==> config.mk <==
export PLATFORM = sky130hd
export DESIGN_NAME = mem_128x4_ctrl
export DESIGN_NICKNAME = d
export VERILOG_FILES = /design/src/rtl/mem_128x4_ctrl_pkg.sv /design/src/rtl/mem_128x4_ctrl_resp_queue_2.sv /design/src/rtl/mem_128x4_ctrl.sv
export SDC_FILE = /design/constraint.sdc
export NUM_CORES = 1
export LEC_CHECK = 0
export BUFFER_PORTS_ARGS = -buffer_cell sky130_fd_sc_hd__buf_2
export CAP_MARGIN = 25
export CORE_ASPECT_RATIO = 0.75
export CORE_MARGIN = 4
export CORE_UTILIZATION = 36
export CTS_CLUSTER_DIAMETER = 40
export CTS_CLUSTER_SIZE = 12
export DETAILED_ROUTE_END_ITERATION = 8
export GPL_TIMING_DRIVEN = 0
export PLACE_DENSITY = 0.71
export SETUP_SLACK_MARGIN = 0.4
export SLEW_MARGIN = 0
export SYNTH_ARGS = -nofsm -noshare
export SYNTH_HDL_FRONTEND = slang
export SYNTH_HIERARCHICAL = 1
export SYNTH_SLANG_ARGS = --single-unit
==> constraint.sdc <==
create_clock -name clock -period 4.47 [get_ports clock]
set_input_delay 0.2235 -clock clock [delete_from_list [all_inputs] [get_ports clock]]
set_output_delay 0.2235 -clock clock [all_outputs]
set_load 0.005 [all_outputs]
==> src/rtl/mem_128x4_ctrl_pkg.sv <==
// Shared constants and types for the 128x4 memory requester controller.
//   ADDR_W / DATA_W : word address width and data/mask width
//   DEPTH           : number of words swept by the clear engine
//   state_t         : controller phase (array clear sweep or command service)
package mem_128x4_ctrl_pkg;

    localparam int unsigned ADDR_W = 7;
    localparam int unsigned DATA_W = 4;
    localparam int unsigned DEPTH  = 128;

    typedef enum logic {
        ST_INIT = 1'b0,
        ST_RUN  = 1'b1
    } state_t;

endpackage

==> src/rtl/mem_128x4_ctrl_resp_queue_2.sv <==
// Two-entry response FIFO whose head entry is a register, so pop_data and
// !empty come straight from flops.
//   clock, reset_n : clock and asynchronous active-low reset
//   push/push_data : write one entry (ignored when full)
//   pop            : drop the head entry (ignored when empty)
//   pop_data       : head entry data
//   full / empty   : occupancy flags
module resp_queue_2
    import mem_128x4_ctrl_pkg::*;
(
    input  logic              clock,
    input  logic              reset_n,
    input  logic              push,
    input  logic [DATA_W-1:0] push_data,
    input  logic              pop,
    output logic [DATA_W-1:0] pop_data,
    output logic              full,
    output logic              empty
);

    logic [DATA_W-1:0] head_data;
    logic [DATA_W-1:0] tail_data;
    logic              head_valid;
    logic              tail_valid;

    // Head/tail shift register; the tail refills the head on pop.
    always_ff @(posedge clock or negedge reset_n) begin
        if (!reset_n) begin
            head_data  <= '0;
            tail_data  <= '0;
            head_valid <= 1'b0;
            tail_valid <= 1'b0;
        end else if (pop && head_valid) begin
            if (tail_valid) begin
                head_data <= tail_data;
                if (push) begin
                    tail_data <= push_data;
                end else begin
                    tail_valid <= 1'b0;
                end
            end else if (push) begin
                head_data <= push_data;
            end else begin
                head_valid <= 1'b0;
            end
        end else if (push) begin
            if (!head_valid) begin
                head_data  <= push_data;
                head_valid <= 1'b1;
            end else if (!tail_valid) begin
                tail_data  <= push_data;
                tail_valid <= 1'b1;
            end
        end
    end

    assign pop_data = head_data;
    assign full     = tail_valid;
    assign empty    = !head_valid;

endmodule

==> src/rtl/mem_128x4_ctrl.sv <==
// Requester-side controller for a 128x4 bit-masked memory with a 1-cycle
// registered read port. Zeroes the array after reset or on clear, then serves
// read / masked-write commands and returns read data in order through a
// 2-entry response queue.
//   clock, reset_n          : clock, asynchronous active-low reset
//   clear                   : request a re-zero of the array
//   init_done               : array zeroed, commands may be accepted
//   req_*                   : command port (valid/ready)
//   resp_*                  : read response port (valid/ready)
//   mem_R0_* / mem_W0_*     : memory macro read and write ports
module mem_128x4_ctrl
    import mem_128x4_ctrl_pkg::*;
(
    input  logic              clock,
    input  logic              reset_n,
    input  logic              clear,
    output logic              init_done,
    input  logic              req_valid,
    output logic              req_ready,
    input  logic              req_write,
    input  logic [ADDR_W-1:0] req_addr,
    input  logic [DATA_W-1:0] req_data,
    input  logic [DATA_W-1:0] req_mask,
    output logic              resp_valid,
    input  logic              resp_ready,
    output logic [DATA_W-1:0] resp_data,
    output logic [ADDR_W-1:0] mem_R0_addr,
    output logic              mem_R0_en,
    input  logic [DATA_W-1:0] mem_R0_data,
    output logic [ADDR_W-1:0] mem_W0_addr,
    output logic              mem_W0_en,
    output logic [DATA_W-1:0] mem_W0_data,
    output logic [DATA_W-1:0] mem_W0_mask
);

    state_t            state;
    state_t            state_next;
    logic [ADDR_W-1:0] sweep_cnt;
    logic              sweep_armed;
    logic              in_flight;
    logic              clear_pending;

    logic              accept;
    logic              rd_accept;
    logic              wr_accept;
    logic              sweep_last;
    logic              go_init;
    logic              q_pop;
    logic              q_full;
    logic              q_empty;
    logic [1:0]        q_count;
    logic [1:0]        outstanding;

    // Sweep is held off until the first edge out of reset, so the first
    // zeroing write lands one cycle later and init takes exactly DEPTH cycles.
    assign sweep_last  = sweep_armed && (sweep_cnt == ADDR_W'(DEPTH - 1));
    // A clear is only taken once no read is waiting on mem_R0_data.
    assign go_init     = (clear || clear_pending) && !in_flight;

    assign resp_valid  = !q_empty;
    assign q_pop       = resp_valid && resp_ready;
    assign q_count     = q_full ? 2'd2 : (q_empty ? 2'd0 : 2'd1);
    assign outstanding = q_count + {1'b0, in_flight};

    // State register.
    always_ff @(posedge clock or negedge reset_n) begin
        if (!reset_n) begin
            state <= ST_INIT;
        end else begin
            state <= state_next;
        end
    end

    // Next-state logic.
    always_comb begin
        state_next = state;
        case (state)
            ST_INIT: if (sweep_last) state_next = ST_RUN;
            ST_RUN:  if (go_init)    state_next = ST_INIT;
        endcase
    end

    // Outputs: handshake and memory port drive.
    always_comb begin
        init_done   = 1'b0;
        req_ready   = 1'b0;
        mem_R0_en   = 1'b0;
        mem_R0_addr = '0;
        mem_W0_en   = 1'b0;
        mem_W0_addr = '0;
        mem_W0_data = '0;
        mem_W0_mask = '0;

        if (state == ST_RUN) begin
            init_done = 1'b1;
            // resp_ready -> req_ready is combinational: a pop frees a slot now.
            req_ready = !clear && !clear_pending && ((outstanding < 2'd2) || q_pop);
        end

        accept    = req_valid && req_ready;
        rd_accept = accept && !req_write;
        wr_accept = accept && req_write;

        if (state == ST_INIT && sweep_armed) begin
            mem_W0_en   = 1'b1;
            mem_W0_addr = sweep_cnt;
            mem_W0_mask = '1;
        end else if (wr_accept) begin
            mem_W0_en   = 1'b1;
            mem_W0_addr = req_addr;
            mem_W0_data = req_data;
            mem_W0_mask = req_mask;
        end

        if (rd_accept) begin
            mem_R0_en   = 1'b1;
            mem_R0_addr = req_addr;
        end
    end

    // Sweep counter, in-flight read tracking and deferred clear.
    always_ff @(posedge clock or negedge reset_n) begin
        if (!reset_n) begin
            sweep_cnt     <= '0;
            sweep_armed   <= 1'b0;
            in_flight     <= 1'b0;
            clear_pending <= 1'b0;
        end else begin
            sweep_armed <= 1'b1;
            in_flight   <= rd_accept;

            if (state == ST_INIT) begin
                sweep_cnt <= sweep_armed ? sweep_cnt + ADDR_W'(1) : '0;
            end else if (go_init) begin
                sweep_cnt <= '0;
            end

            if (state == ST_RUN && go_init) begin
                clear_pending <= 1'b0;
            end else if (state == ST_RUN && clear && in_flight) begin
                clear_pending <= 1'b1;
            end
        end
    end

    // Read data is captured the cycle after the read was issued.
    resp_queue_2 u_resp_queue (
        .clock     (clock),
        .reset_n   (reset_n),
        .push      (in_flight),
        .push_data (mem_R0_data),
        .pop       (q_pop),
        .pop_data  (resp_data),
        .full      (q_full),
        .empty     (q_empty)
    );

endmodule

==> results.txt <==
status: complete, no violations
syn_nets: 158
RSZ-0062 raised after global routing: no
post-synthesis instance total: 132
Final Util: 50.1%
ANT cells: 0
largest family of logic cells by synthesized area: simple AND/OR/NAND/NOR gates
CTS tree: built
CTS Buf Count: 3
clock-pin slew on the worst setup and hold paths: 0.08 ns
I/O pin total: 56
nets: 218
share of layout cells above drive strength 1: 45.5%
data arrival time of the critical path: 2.12 ns
chip width: 77.8 microns
Avg Inst Size Synth: 9.97 sq um
Worst VDD drop: 0.000144 V
HPWL after detailed placement: 2340 microns
Hold WC Path Type: primary input to flop
Synth Area in Compound Gates: 24.0%
Iter 0 DRT Violations: 66
EDFF count, synth: 0
root buffer cell: clkbuf_8
top-area cell type share of the netlist area: 39.9%
antenna viol nets, final: 0
Setup CP Type: flop to output port
cts repair resizes: 0
largest net degree at the start of global routing: 22
P per Cell Area: 241 nW/um^2
Seq/Total Area, Yosys: 39.9%
area of the multi-input gates: 713 sq um
Critical Path End Type: output port
Fin Setup TNS: 0 ns
drt drc: 0
Die Area: 4700 sq um
area leader, netlist: dfrtp_1
DR vias: 1,174
dominant cells by area after synthesis: dfrtp_1 (40%), mux2_2 (3.4%), and2_1 (3.3%), a32o_1 (3.0%), o21ai_0 (3.0%)
global-route wire length before repair: 4830 microns
Hold Fails Final Rpt: 0
async set-reset flop share out of synthesis: 100%
hold_ws: 0.208 ns
Post-Synth XOR/XNOR Area: 1.33%
startpoint types: flop
predominant post-synthesis flop cell: dfrtp_1
clock sinks: 21
DRT Pass-1 Iters: 4
maxcap violations: 0
CP Data Required Time: 4.25 ns
initial antenna violation count: 0
total gr overflow: 0
final setup margin: 2.12 ns
wire per inst: 12.7 microns
min Tclk post-route: 2.35 ns
IO Port Bufs: 54
Initial Utilization: 38.7%
Post-Syn Area: 1320 sq um
vias in the first global route: 1,059
Slew Limit Fails: 0
Synth Area in Adders: 0.951%
pre-CTS worst setup slack: 2.46 ns
final instance area: 1710 sq um
die height: 60.4 microns
fmax: 0.426 GHz
Synth Area in Simple Gates: 24.2%
Avg Vias per Cell: 4.87
Post-Route WL: 3060 microns
GP Congestion: 0.744
GRT Util Overall: 13.0%
synthesis-to-layout area growth: 29.6%
Fill cells: 328
Lkg Pwr: 0.869 nW
Max Buffers Root-to-Sink: 2
register area: 526 sq um
mux contribution to synthesized area: 3.42%
Worst Path Max Fanout: 10
synthesized flop and latch total: 21
Synth cell types: 41
post-route clock skew: 0.00525 ns
Synth Warn #: 6
row cnt: 18
final setup violation count: 0
latest clock arrival within the worst-skew pair: 0.26 ns
Post-DP Area: 1650 sq um
core area: 3400 sq um
crit share post-route: 52.5%
H-tree Lvls: 1
==> metal layers <==
| metal | vias to the layer above | GRT usage (%) | share of wire, % |
|---|---|---|---|
| li1 | 591 | - | - |
| met1 | 558 | 18.9 | 47 |
| met2 | 19 | 18.3 | 48 |
| met3 | 6 | 3.12 | 3.3 |
| met4 | 0 | 5.84 | 1.6 |
| met5 | - | 0 | 0 |
==> registers in the layout (all words and copies together), names as in the netlist <==
| signal | flops |
|---|---|
| sweep_cnt | 7 |
| u_resp_queue/pop_data | 4 |
| u_resp_queue/tail_data | 4 |
| clear_pending | 1 |
| in_flight | 1 |
| state | 1 |
| sweep_armed | 1 |
| u_resp_queue/full | 1 |
| u_resp_queue/head_valid | 1 |
==> cells by family after synthesis <==
logic type | Yosys count
compound gates | 41
xor+xnor | 2
fa+ha+maj | 1
buf+inv | 10
flops | 21
mux | 4
other cells | 1
simple gates | 52
==> cell usage in the layout, fill, tap and decap left out, types with 2 or more instances in the layout <==
master,n
dfrtp_1,21
a32o_1,4
nand2b_1,2
a221oi_1,4
nor2_1,8
clkbuf_8,3
and2_2,4
nor4b_1,3
nor2b_1,5
a21oi_1,4
nand2_1,10
xor2_1,2
a21o_2,4
a21oi_4,2
o21ai_0,8
buf_2,57
nand3_1,4
a22o_2,3
inv_1,5
mux2_2,4
and2_1,7
o22ai_1,4
a31oi_1,2
==> path summary, 6_finish.rpt <==
path                                      startpoint                        end  slack (ns)  cells after the start
max                          u_resp_queue/head_valid             mem_W0_data[3]        2.12                      8
max in group asynchronous                    reset_n               sweep_cnt[1]        3.69                      2
min                                   mem_R0_data[1]  u_resp_queue/tail_data[1]        0.21                      2
min in group asynchronous                    reset_n  u_resp_queue/tail_data[1]        0.46                      2
max reg2reg                  u_resp_queue/head_valid  u_resp_queue/tail_data[3]        2.48                      6
min reg2reg                u_resp_queue/tail_data[2]  u_resp_queue/tail_data[2]        0.51                      1
==> synthesized netlist by cell type (2+ instances only) <==
library cell,instances
a21o_2,4
a21oi_1,4
a21oi_4,2
a221oi_1,4
a22o_2,3
a31oi_1,2
a32o_1,4
and2_1,7
and2_2,4
buf_2,3
dfrtp_1,21
inv_1,5
mux2_2,4
nand2_1,10
nand2b_1,2
nand3_1,4
nor2_1,8
nor2b_1,5
nor4b_1,3
o21ai_0,8
o22ai_1,4
xor2_1,2
==> critical path, stage by stage, from the launching register on <==
cell and delay, ns:
dfrtp_1 0.33, buf_2 0.19, inv_1 0.11, nor2b_2 0.38, a21oi_4 0.11, nor3_2 0.32, buf_6 0.18, and2_2 0.13
buf_2 0.10
==> stage by stage <==
stage | power, W | cells
2_1_floorplan | 0.000257 | 132
3_3_place_gp | 0.000290 | 236
3_5_place_dp | 0.000291 | 236
4_1_cts | 0.000417 | 241
5_1_grt | 0.000436 | 241
6_report | 0.000411 | 241
==> report_power, final <==
group | switching [W] | total [W] | internal, W
Combinational | 0.0000349 | 0.0000734 | 0.0000385
Clock | 0.0000610 | 0.000123 | 0.0000621
Sequential | 0.0000115 | 0.000214 | 0.000203
==> cell type report <==
cell class | count | share of cell area (%)
Inverter | 5 | 1.10
Timing Repair Buffer | 55 | 16.4
Clock inverter | 1 | 0.293
Buffer | 5 | 3.45
Clock buffer | 3 | 2.42
Tap cell | 50 | 3.67
Multi-Input combinational cell | 101 | 41.8
Sequential cell | 21 | 30.8
==> what timing repair did <==
item | CTS | global route
setup buffers | 0 | 0
endpoints found under the hold margin | 21 | 0
hold buffers | 1 | 0
Power figures use the tool's default switching activity.
